### src/rtl/register_dump_pkg.sv
// Shared types and constants for the register dump streamer.
package register_dump_pkg;

  typedef enum logic [2:0] {
    IDLE,
    HEADER,
    HART,
    DATA,
    CSUM
  } dump_state_t;

  localparam logic [7:0] DUMP_HEADER_BYTE = 8'hA5;

  function automatic int unsigned bytes_per_reg(input int unsigned width);
    return width / 8;
  endfunction

endpackage

### src/rtl/register_dump_byte_select.sv
// Picks one byte of the register snapshot by register index and byte index (little-endian).
module register_dump_byte_select
  import register_dump_pkg::*;
#(
  parameter int unsigned NUM_REGS   = 32,
  parameter int unsigned REG_WIDTH  = 32,
  parameter int unsigned REG_IDX_W  = 6,
  parameter int unsigned BYTE_IDX_W = 2
) (
  input  logic [(NUM_REGS+1)*REG_WIDTH-1:0] snapshot,
  input  logic [REG_IDX_W-1:0]              reg_idx,
  input  logic [BYTE_IDX_W-1:0]             byte_idx,
  output logic [7:0]                        data
);

  localparam int unsigned BPR = bytes_per_reg(REG_WIDTH);

  always_comb begin
    data = '0;
    for (int unsigned r = 0; r <= NUM_REGS; r++) begin
      for (int unsigned b = 0; b < BPR; b++) begin
        if (32'(reg_idx) == r && 32'(byte_idx) == b) begin
          data = snapshot[r*REG_WIDTH + b*8 +: 8];
        end
      end
    end
  end

endmodule

### src/rtl/register_dump_streamer.sv
// Snapshots one hart's PC + general registers and streams them as a framed byte sequence.
// Optional trailing checksum byte: define REGISTER_DUMP_CHECKSUM_EN.
module register_dump_streamer
  import register_dump_pkg::*;
#(
  parameter int unsigned NUM_HARTS      = 1,
  parameter int unsigned NUM_REGS       = 32,
  parameter int unsigned REG_WIDTH      = 32,
  parameter int unsigned HART_SEL_WIDTH = 1
) (
  input  logic                                      clock,
  input  logic                                      clear_n,
  input  logic [NUM_HARTS*(NUM_REGS+1)*REG_WIDTH-1:0] registers,
  input  logic                                      dump_req,
  input  logic [HART_SEL_WIDTH-1:0]                 hart_sel,
  output logic [7:0]                                out_data,
  output logic                                      out_valid,
  input  logic                                      out_ready,
  output logic                                      busy,
  output logic                                      done,
  output logic                                      req_error
);

  localparam int unsigned BPR        = bytes_per_reg(REG_WIDTH);
  localparam int unsigned SLICE      = (NUM_REGS + 1) * REG_WIDTH;
  localparam int unsigned REG_IDX_W  = (NUM_REGS > 0) ? $clog2(NUM_REGS + 1) : 1;
  localparam int unsigned BYTE_IDX_W = (BPR > 1) ? $clog2(BPR) : 1;

  dump_state_t             state;
  logic [SLICE-1:0]        snapshot;
  logic [SLICE-1:0]        sel_slice;
  logic [7:0]              hart_byte;
  logic [REG_IDX_W-1:0]    reg_idx, nxt_reg;
  logic [BYTE_IDX_W-1:0]   byte_idx, nxt_byte;
  logic [7:0]              sel_byte;
  logic                    req_ok;
  logic                    xfer;
  logic                    last_byte;
`ifdef REGISTER_DUMP_CHECKSUM_EN
  logic [7:0]              csum_acc;
`endif

  assign xfer      = out_valid && out_ready;
  assign req_ok    = 32'(hart_sel) < NUM_HARTS;
  assign last_byte = (32'(reg_idx) == NUM_REGS) && (32'(byte_idx) == BPR - 1);

  always_comb begin
    sel_slice = '0;
    for (int unsigned h = 0; h < NUM_HARTS; h++) begin
      if (32'(hart_sel) == h) sel_slice = registers[h*SLICE +: SLICE];
    end
  end

  // The mux looks one byte ahead so out_data can be registered on the handshake edge.
  always_comb begin
    nxt_reg  = reg_idx;
    nxt_byte = byte_idx + 1'b1;
    if (state == HART) begin
      nxt_reg  = '0;
      nxt_byte = '0;
    end else if (32'(byte_idx) == BPR - 1) begin
      nxt_reg  = reg_idx + 1'b1;
      nxt_byte = '0;
    end
  end

  register_dump_byte_select #(
    .NUM_REGS   (NUM_REGS),
    .REG_WIDTH  (REG_WIDTH),
    .REG_IDX_W  (REG_IDX_W),
    .BYTE_IDX_W (BYTE_IDX_W)
  ) u_byte_select (
    .snapshot (snapshot),
    .reg_idx  (nxt_reg),
    .byte_idx (nxt_byte),
    .data     (sel_byte)
  );

  always_ff @(posedge clock or negedge clear_n) begin
    if (!clear_n) begin
      state     <= IDLE;
      snapshot  <= '0;
      hart_byte <= '0;
      reg_idx   <= '0;
      byte_idx  <= '0;
      out_data  <= '0;
      out_valid <= 1'b0;
      busy      <= 1'b0;
      done      <= 1'b0;
      req_error <= 1'b0;
`ifdef REGISTER_DUMP_CHECKSUM_EN
      csum_acc  <= '0;
`endif
    end else begin
      done      <= 1'b0;
      req_error <= 1'b0;
`ifdef REGISTER_DUMP_CHECKSUM_EN
      if (xfer) csum_acc <= csum_acc + out_data;
`endif
      unique case (state)
        IDLE: begin
          if (dump_req) begin
            if (req_ok) begin
              snapshot  <= sel_slice;
              hart_byte <= 8'(hart_sel);
              reg_idx   <= '0;
              byte_idx  <= '0;
              out_data  <= DUMP_HEADER_BYTE;
              out_valid <= 1'b1;
              busy      <= 1'b1;
              state     <= HEADER;
`ifdef REGISTER_DUMP_CHECKSUM_EN
              csum_acc  <= '0;
`endif
            end else begin
              req_error <= 1'b1;
            end
          end
        end
        HEADER: begin
          if (xfer) begin
            out_data <= hart_byte;
            state    <= HART;
          end
        end
        HART: begin
          if (xfer) begin
            out_data <= sel_byte;
            state    <= DATA;
          end
        end
        DATA: begin
          if (xfer) begin
            if (last_byte) begin
`ifdef REGISTER_DUMP_CHECKSUM_EN
              out_data  <= 8'h00 - (csum_acc + out_data);
              state     <= CSUM;
`else
              out_valid <= 1'b0;
              busy      <= 1'b0;
              done      <= 1'b1;
              state     <= IDLE;
`endif
            end else begin
              reg_idx  <= nxt_reg;
              byte_idx <= nxt_byte;
              out_data <= sel_byte;
            end
          end
        end
        CSUM: begin
          if (xfer) begin
            out_valid <= 1'b0;
            busy      <= 1'b0;
            done      <= 1'b1;
            state     <= IDLE;
          end
        end
        default: state <= IDLE;
      endcase
    end
  end

endmodule

### config.mk
export PLATFORM = sky130hd
export DESIGN_NAME = register_dump_streamer
export DESIGN_NICKNAME = d
export VERILOG_FILES = /design/src/rtl/register_dump_pkg.sv /design/src/rtl/register_dump_byte_select.sv /design/src/rtl/register_dump_streamer.sv
export SDC_FILE = /design/constraint.sdc
export NUM_CORES = 2
export LEC_CHECK = 0
export ABC_CLOCK_PERIOD_IN_PS = 3950
export CORE_AREA = 2 2 420 422
export CTS_CLUSTER_DIAMETER = 50
export DETAILED_ROUTE_END_ITERATION = 10
export DIE_AREA = 0 0 422 424
export SLEW_MARGIN = 20
export SYNTH_ARGS = -nofsm -noshare
export SYNTH_HDL_FRONTEND = slang
export SYNTH_HIERARCHICAL = 1
export SYNTH_SLANG_ARGS = --single-unit
export TNS_END_PERCENT = 20
### constraint.sdc
create_clock -name clock -period 3.95 [get_ports clock]
set_clock_uncertainty 0.15 [all_clocks]
set_input_delay 0.395 -clock clock [delete_from_list [all_inputs] [get_ports clock]]
set_output_delay 0.395 -clock clock [all_outputs]
set_load 0.01 [all_outputs]
Word-level counts from Yosys, hierarchy flattened. Index checks and enable logic that the tools add are counted.

Eq/ne operators: 49. $lt $le $gt $ge: 1. Add/subtract/negate cells: 2. Multiplexer cells: 175. Reductions and logical operators: 145.

Operators with widths (count): $mux 8 (138); $mux 1056 (1); $logic_and 1x1->1 (134); $eq 6x5->1 const B (16); $eq 6x4->1 const B (8); $mux 6 (6); $pmux 8 s4 (1); $eq 6x3->1 const B (4); $mux 3 (7); $ne 2x2->1 const B (8); $pmux 3 s5 (1); $reduce_and 7->1 (2); $eq 6x2->1 const B (2); $eq 6x6->1 const B (2); $mux 2 (6); $pmux 6 s2 (1); $mux 1 (11); $add 6x1->6 const B (1); $eq 2x2->1 const B (3); $eq 3x2->1 const B (2); $eq 6x1->1 const B (1); $logic_not 6->1 (1); $reduce_and 6->1 (1); $reduce_and 5->1 (1); 14 further kinds (14).

Register bits: 1079. Bits of input ports: 1061. Word-level logic and storage cells: 381. Output and inout bits: 12.

Logic depth before layout (Yosys ltp).
Depth in word-level cells: 140. Gate-level depth with buffers: 21. Gate-level depth less buffers: 17.

Modules after synthesis. Netlist, hierarchy kept.

By module, submodules not included: register_dump_streamer (sequential area each 26975.9 um^2, area each 40247.4 um^2, cells an instance 2369, instances 1); register_dump_byte_select (sequential area each 0.0 um^2, area each 13565.5 um^2, cells an instance 2069, instances 1).

Worst setup path before layout. No wires, ideal clock.

Path type: reg2reg. From: register state[0]. To: register out_data[7]. Setup time: 0.125 ns. Clock period less this slack: 3.970 ns. Data required time: 3.675 ns. Path buffers: 7. Cell stages (with the launch flop): 22. Data arrival time: 3.695 ns. Slack: -0.020 ns. Cell sequence: dfrtp_1 -> inv_1 -> ha_1 -> clkbuf_1 -> nor3_1 -> buf_6 -> buf_6 -> buf_6 -> buf_2 -> buf_2 -> buf_2 -> mux2i_1 -> nor2_1 -> a21oi_1 -> o22ai_1 -> a221oi_1 -> o221ai_1 -> a22oi_1 -> o21ai_0 -> nand2_1 -> o21ai_0 -> mux2_4.

Longest elaborated chain between the ends: 139. Elaborated cells between the ends (all ways): 319. Those cells by class: eq/ne: 44; mux: 138; reduce/logical: 137.

RTL lines: start, declared (RTL line register_dump_streamer.sv:29) `dump_state_t state;`; start signal, assigned (RTL line register_dump_streamer.sv:81) `state <= IDLE;`; start signal, assigned (RTL line register_dump_streamer.sv:111) `state <= HEADER;`; start signal, assigned (RTL line register_dump_streamer.sv:123) `state <= HART;`; $eq 3x2->1 * (RTL line register_dump_streamer.sv:58) `if (state == HART) begin`; $mux 2 * (RTL line register_dump_streamer.sv:58); via nxt_byte[0] (RTL line register_dump_streamer.sv:34) `logic [BYTE_IDX_W-1:0] byte_idx, nxt_byte;`; $logic_not 2->1 (RTL line register_dump_byte_select.sv:22) `if (32'(reg_idx) == r && 32'(byte_idx) == b) begin`; $logic_and 1x1->1 (RTL line register_dump_byte_select.sv:22); $mux 8 (131 in series) (RTL line register_dump_byte_select.sv:22); $mux 8 * (RTL line register_dump_byte_select.sv:22); via sel_byte[7] (RTL line register_dump_streamer.sv:35) `logic [7:0] sel_byte;`; $mux 8 (RTL line register_dump_streamer.sv:134) `if (last_byte) begin`; $mux 8 (RTL line register_dump_streamer.sv:133) `if (xfer) begin`; $pmux 8 s4 * (RTL line register_dump_streamer.sv:100) `unique case (state)`; end signal, assigned (RTL line register_dump_streamer.sv:122) `out_data <= hart_byte;`; end signal, assigned (RTL line register_dump_streamer.sv:128) `out_data <= sel_byte;`; end signal, assigned (RTL line register_dump_streamer.sv:147) `out_data <= sel_byte;`; end, declared (RTL line register_dump_streamer.sv:16) `output logic [7:0] out_data,`.

The timed path passes the listed nets; every way through them passes the cells marked *. The select of a mux whose other input is x is not followed. A chain may end at the register's enable or synchronous reset.

Final worst setup path.
From: register state[0]. To: register out_data[5].

The elaborated chain is that of the path after synthesis.

==> key figures <==
Run status
  • Status: finished, violations left
  • Violated checks: negative setup slack

STA
  • Final setup fails: 8
  • Final hold violations: 0
  • Final worst slack: -371 ps
  • RSZ-0062 raised after global routing: yes
  • Sum Neg Setup Slack: -2390 ps
  • Tmin final: 4320 ps
  • Max_slew headroom: 36.6%
  • Final hold slack: 57.3 ps
  • Slew Viols, Final: 0
  • Slew @ Worst Pin: 938 ps
  • Fmax achieved: 231 MHz
  • Final period util: 109%

Worst setup path
  • CP Buf/Inv Count: 7
  • Critical path capture point type: flip-flop
  • Crit start category: flip-flop
  • Largest delay contributor family on the critical path: buffers and inverters
  • CP Data Arrival Time: 4860 ps
  • CP Cell Sequence: inv_2 -> ha_4 -> buf_8 -> nor2b_4 -> buf_4 -> buf_12 -> buf_12 -> nor2b_1 -> a211oi_1 -> o22ai_1 -> a31oi_1 -> o221ai_1 -> nor2_1 -> buf_4 -> o22ai_1 -> inv_1 -> a21oi_1 -> mux2_4
  • Worst path max stage delay: 460 ps
  • WS Path Type: flip-flop to flip-flop
  • Worst path slowest cell: a211oi_1
  • Worst EP required: 4490 ps
  • Crit path max fanout: 39

Clock tree
  • Num CTS Buffers: 151
  • Maximum clock path buffer count: 3
  • Clock Latency Late Sink: 810 ps
  • Root buffer cell: clkbuf_16
  • CTS tree: built
  • Max H-tree Level: 4
  • Worst-path clk slew: 60 ps
  • Clk sink count: 1,078

Synth
  • Number of distinct library cells after synthesis: 97
  • Syn. warnings: 6
  • Mux share of post-synthesis cell area: 28.1%
  • Dominant synthesized flop cell: dfrtp_1
  • Syn_nets: 5,507
  • Sequential element share of the synthesized area: 50.1%
  • Synth async-reset ratio: 100%
  • Main area contributors after synthesis: dfrtp_1, mux2_2, mux2i_1
  • Post-synthesis adder-cell area fraction: 0.186%
  • XOR/XNOR Fraction of Synth Area: 0.0814%
  • Post-synth EDFFs: 0
  • Compound-Gate Fraction of Synth Area: 11.7%
  • Mapped Area: 0.0538 sq mm
  • Synth Area in Simple Gates: 6.17%
  • Post-Synthesis Cells: 4,438
  • #FFs+latches synth: 1,078
  • Largest family of logic cells by synthesized area: multiplexers
  • Largest area contributor in the netlist: dfrtp_1
  • Syn Area/Cell: 12.1 sq um
  • Post-synth top area share: 50.1%

Placement
  • Dpl hpwl: 217,000 microns
  • # port buffers: 1,072
  • Routability Congestion: 0.941
  • Cells after DPL: 8,197

Power and ir drop
  • VDD IR max: 0.339 mV
  • PD cells: 329 mW/mm^2
  • Pleak: 38.4 nW

Floorplanning
  • Die H: 424 microns
  • Starting Density: 30.8%
  • Chip width: 422 microns
  • Die area: 0.179 sq mm
  • Core area: 0.175 sq mm
  • I/O Pins: 1,073
  • # rows: 154

Global routing
  • Total global routing overflow: 0
  • Largest net degree at the start of global routing: 120
  • Initial antenna violation count: 111
  • GRT Util Overall: 29.7%
  • First-pass GRT wire length: 377,000 microns
  • Vias in the first global route: 48,976

Flow run
  • Max Cap Viol: 0

Routing
  • Routed wire per std cell: 31.0 microns
  • Number of DRC markers in iteration 0: 5,366
  • Final wirelength: 275,000 microns
  • Vias/cell: 5.44
  • DR pass1 iterations: 6
  • DRC: 0
  • Via count: 48,251
  • Detail Route Antenna Nets: 0

Final layout
  • Most common cell after layout, fill and taps aside: mux2_2
  • Area growth syn-to-layout: 52.2%
  • Layout cells sized above 1: 37.4%
  • Most frequent cells in the layout: mux2_2, dfrtp_1, clkdlybuf4s50_1
  • Nets: 7,403
  • Area of the multi-input gates: 0.0260 sq mm
  • # fillers: 16,197
  • Post-Layout Cell Count: 8,870
  • Sequential cell area: 0.0270 sq mm

Hold path
  • Worst Hold Class: primary input to asynchronous set/reset pin
## cell usage after synthesis, types with 26 or more instances
| library cell | n |
|---|---|
| nor3_1 | 70 |
| o22ai_1 | 124 |
| o21ai_0 | 214 |
| inv_1 | 33 |
| a31oi_1 | 44 |
| mux2i_1 | 120 |
| buf_2 | 227 |
| nand2_1 | 220 |
| mux2_2 | 1144 |
| o211ai_1 | 31 |
| a211oi_1 | 46 |
| mux4_2 | 43 |
| nor2b_1 | 31 |
| clkbuf_1 | 81 |
| nand3_1 | 53 |
| a21oi_1 | 174 |
| buf_4 | 26 |
| o221ai_1 | 36 |
| nor2_1 | 197 |
| dfrtp_1 | 1078 |
## logic make-up (layout without fill, tap and decap cells)
family / count (synthesis) / after routing
flops: 1078 / 1078
mux: 1312 / 1312
xor+xnor: 5 / 5
simple gates: 694 / 694
fa+ha+maj: 8 / 8
compound gates: 946 / 946
buf+inv: 395 / 2411
other cells: 0 / 76
## worst reg2reg max path, delay by kind of cell (launching register included)
family                     cells  cell delay, ps
AOI/OAI and AO/OA              6            1240
adders and majority gates      1             180
buffers and inverters          7            1380
DFF                            1             360
muxes                          1             260
and+or+nand+nor                3             610
## metrics by stage
| step | worst slack (ps) | power [mW] | util, % | area (sq um) |
|---|---|---|---|---|
| floorplan | 76.7 | 11.3 | - | 53800 |
| global placement | -1200 | 12.8 | 41.2 | 72000 |
| detailed placement | -1130 | 12.8 | 41.2 | 72000 |
| CTS | -319 | 27.2 | 46.3 | 81000 |
| global route | -411 | 27.7 | 46.8 | 81900 |
| finish | -371 | 27.0 | 46.8 | 81900 |
## flip-flops by register name (all words and copies together) (netlist names)
signal	count
snapshot	1056
hart_byte	1
busy	1
done	1
byte_idx	2
req_error	1
out_data	8
reg_idx	6
state	2
## power by group
part,internal (mW),leakage [nW],switching (mW)
Sequential,11.0,15.0,0
Combinational,1.14,20.8,0.638
Clock,8.45,2.53,5.68
Total,20.6,38.4,6.32
## per-layer routing
metal	GRT usage, %	wire length [microns]	vias up	share of wire (%)
met1	39.4	115000	24890	42
li1	-	-	20466	-
met3	5.24	18800	547	6.8
met5	0	112	-	0.041
met4	14.7	13700	18	5.0
met2	46.8	128000	2330	47
## layout make-up
class / count / area share, %
multi-input combinational: 2965 / 31.7
antenna: 76 / 0.232
sequential: 1078 / 32.9
inverter: 34 / 0.168
tap: 2340 / 3.57
timing repair buffer: 2104 / 25.0
clock buffer: 186 / 5.07
clock inverter: 87 / 1.27
## final timing paths
kind | start | to | slack [ps] | depth (start not counted)
max | state[0]$_DFFE_PN0P_ | out_data[5]$_DFFE_PN0P_ | -370 | 18
min | clear_n | snapshot[934]$_DFFE_PN0P_ | 60 | 2
max reg2reg | state[0]$_DFFE_PN0P_ | out_data[5]$_DFFE_PN0P_ | -370 | 18
min reg2reg | hart_byte[0]$_DFFE_PN0P_ | hart_byte[0]$_DFFE_PN0P_ | 350 | 1
max in group asynchronous | clear_n | snapshot[359]$_DFFE_PN0P_ | 2350 | 3
min in group clock | registers[278] | snapshot[278]$_DFFE_PN0P_ | 60 | 2
## repair_timing
item	CTS	global route
buffers inserted	34	17
gates resized for setup	180	96
endpoints found under the setup margin	8	8
hold endpoints to repair	401	0
hold buffers	271	0
gates cloned	1	4
pin swaps	48	56
Note: power is estimated with default switching activity, not from simulation.
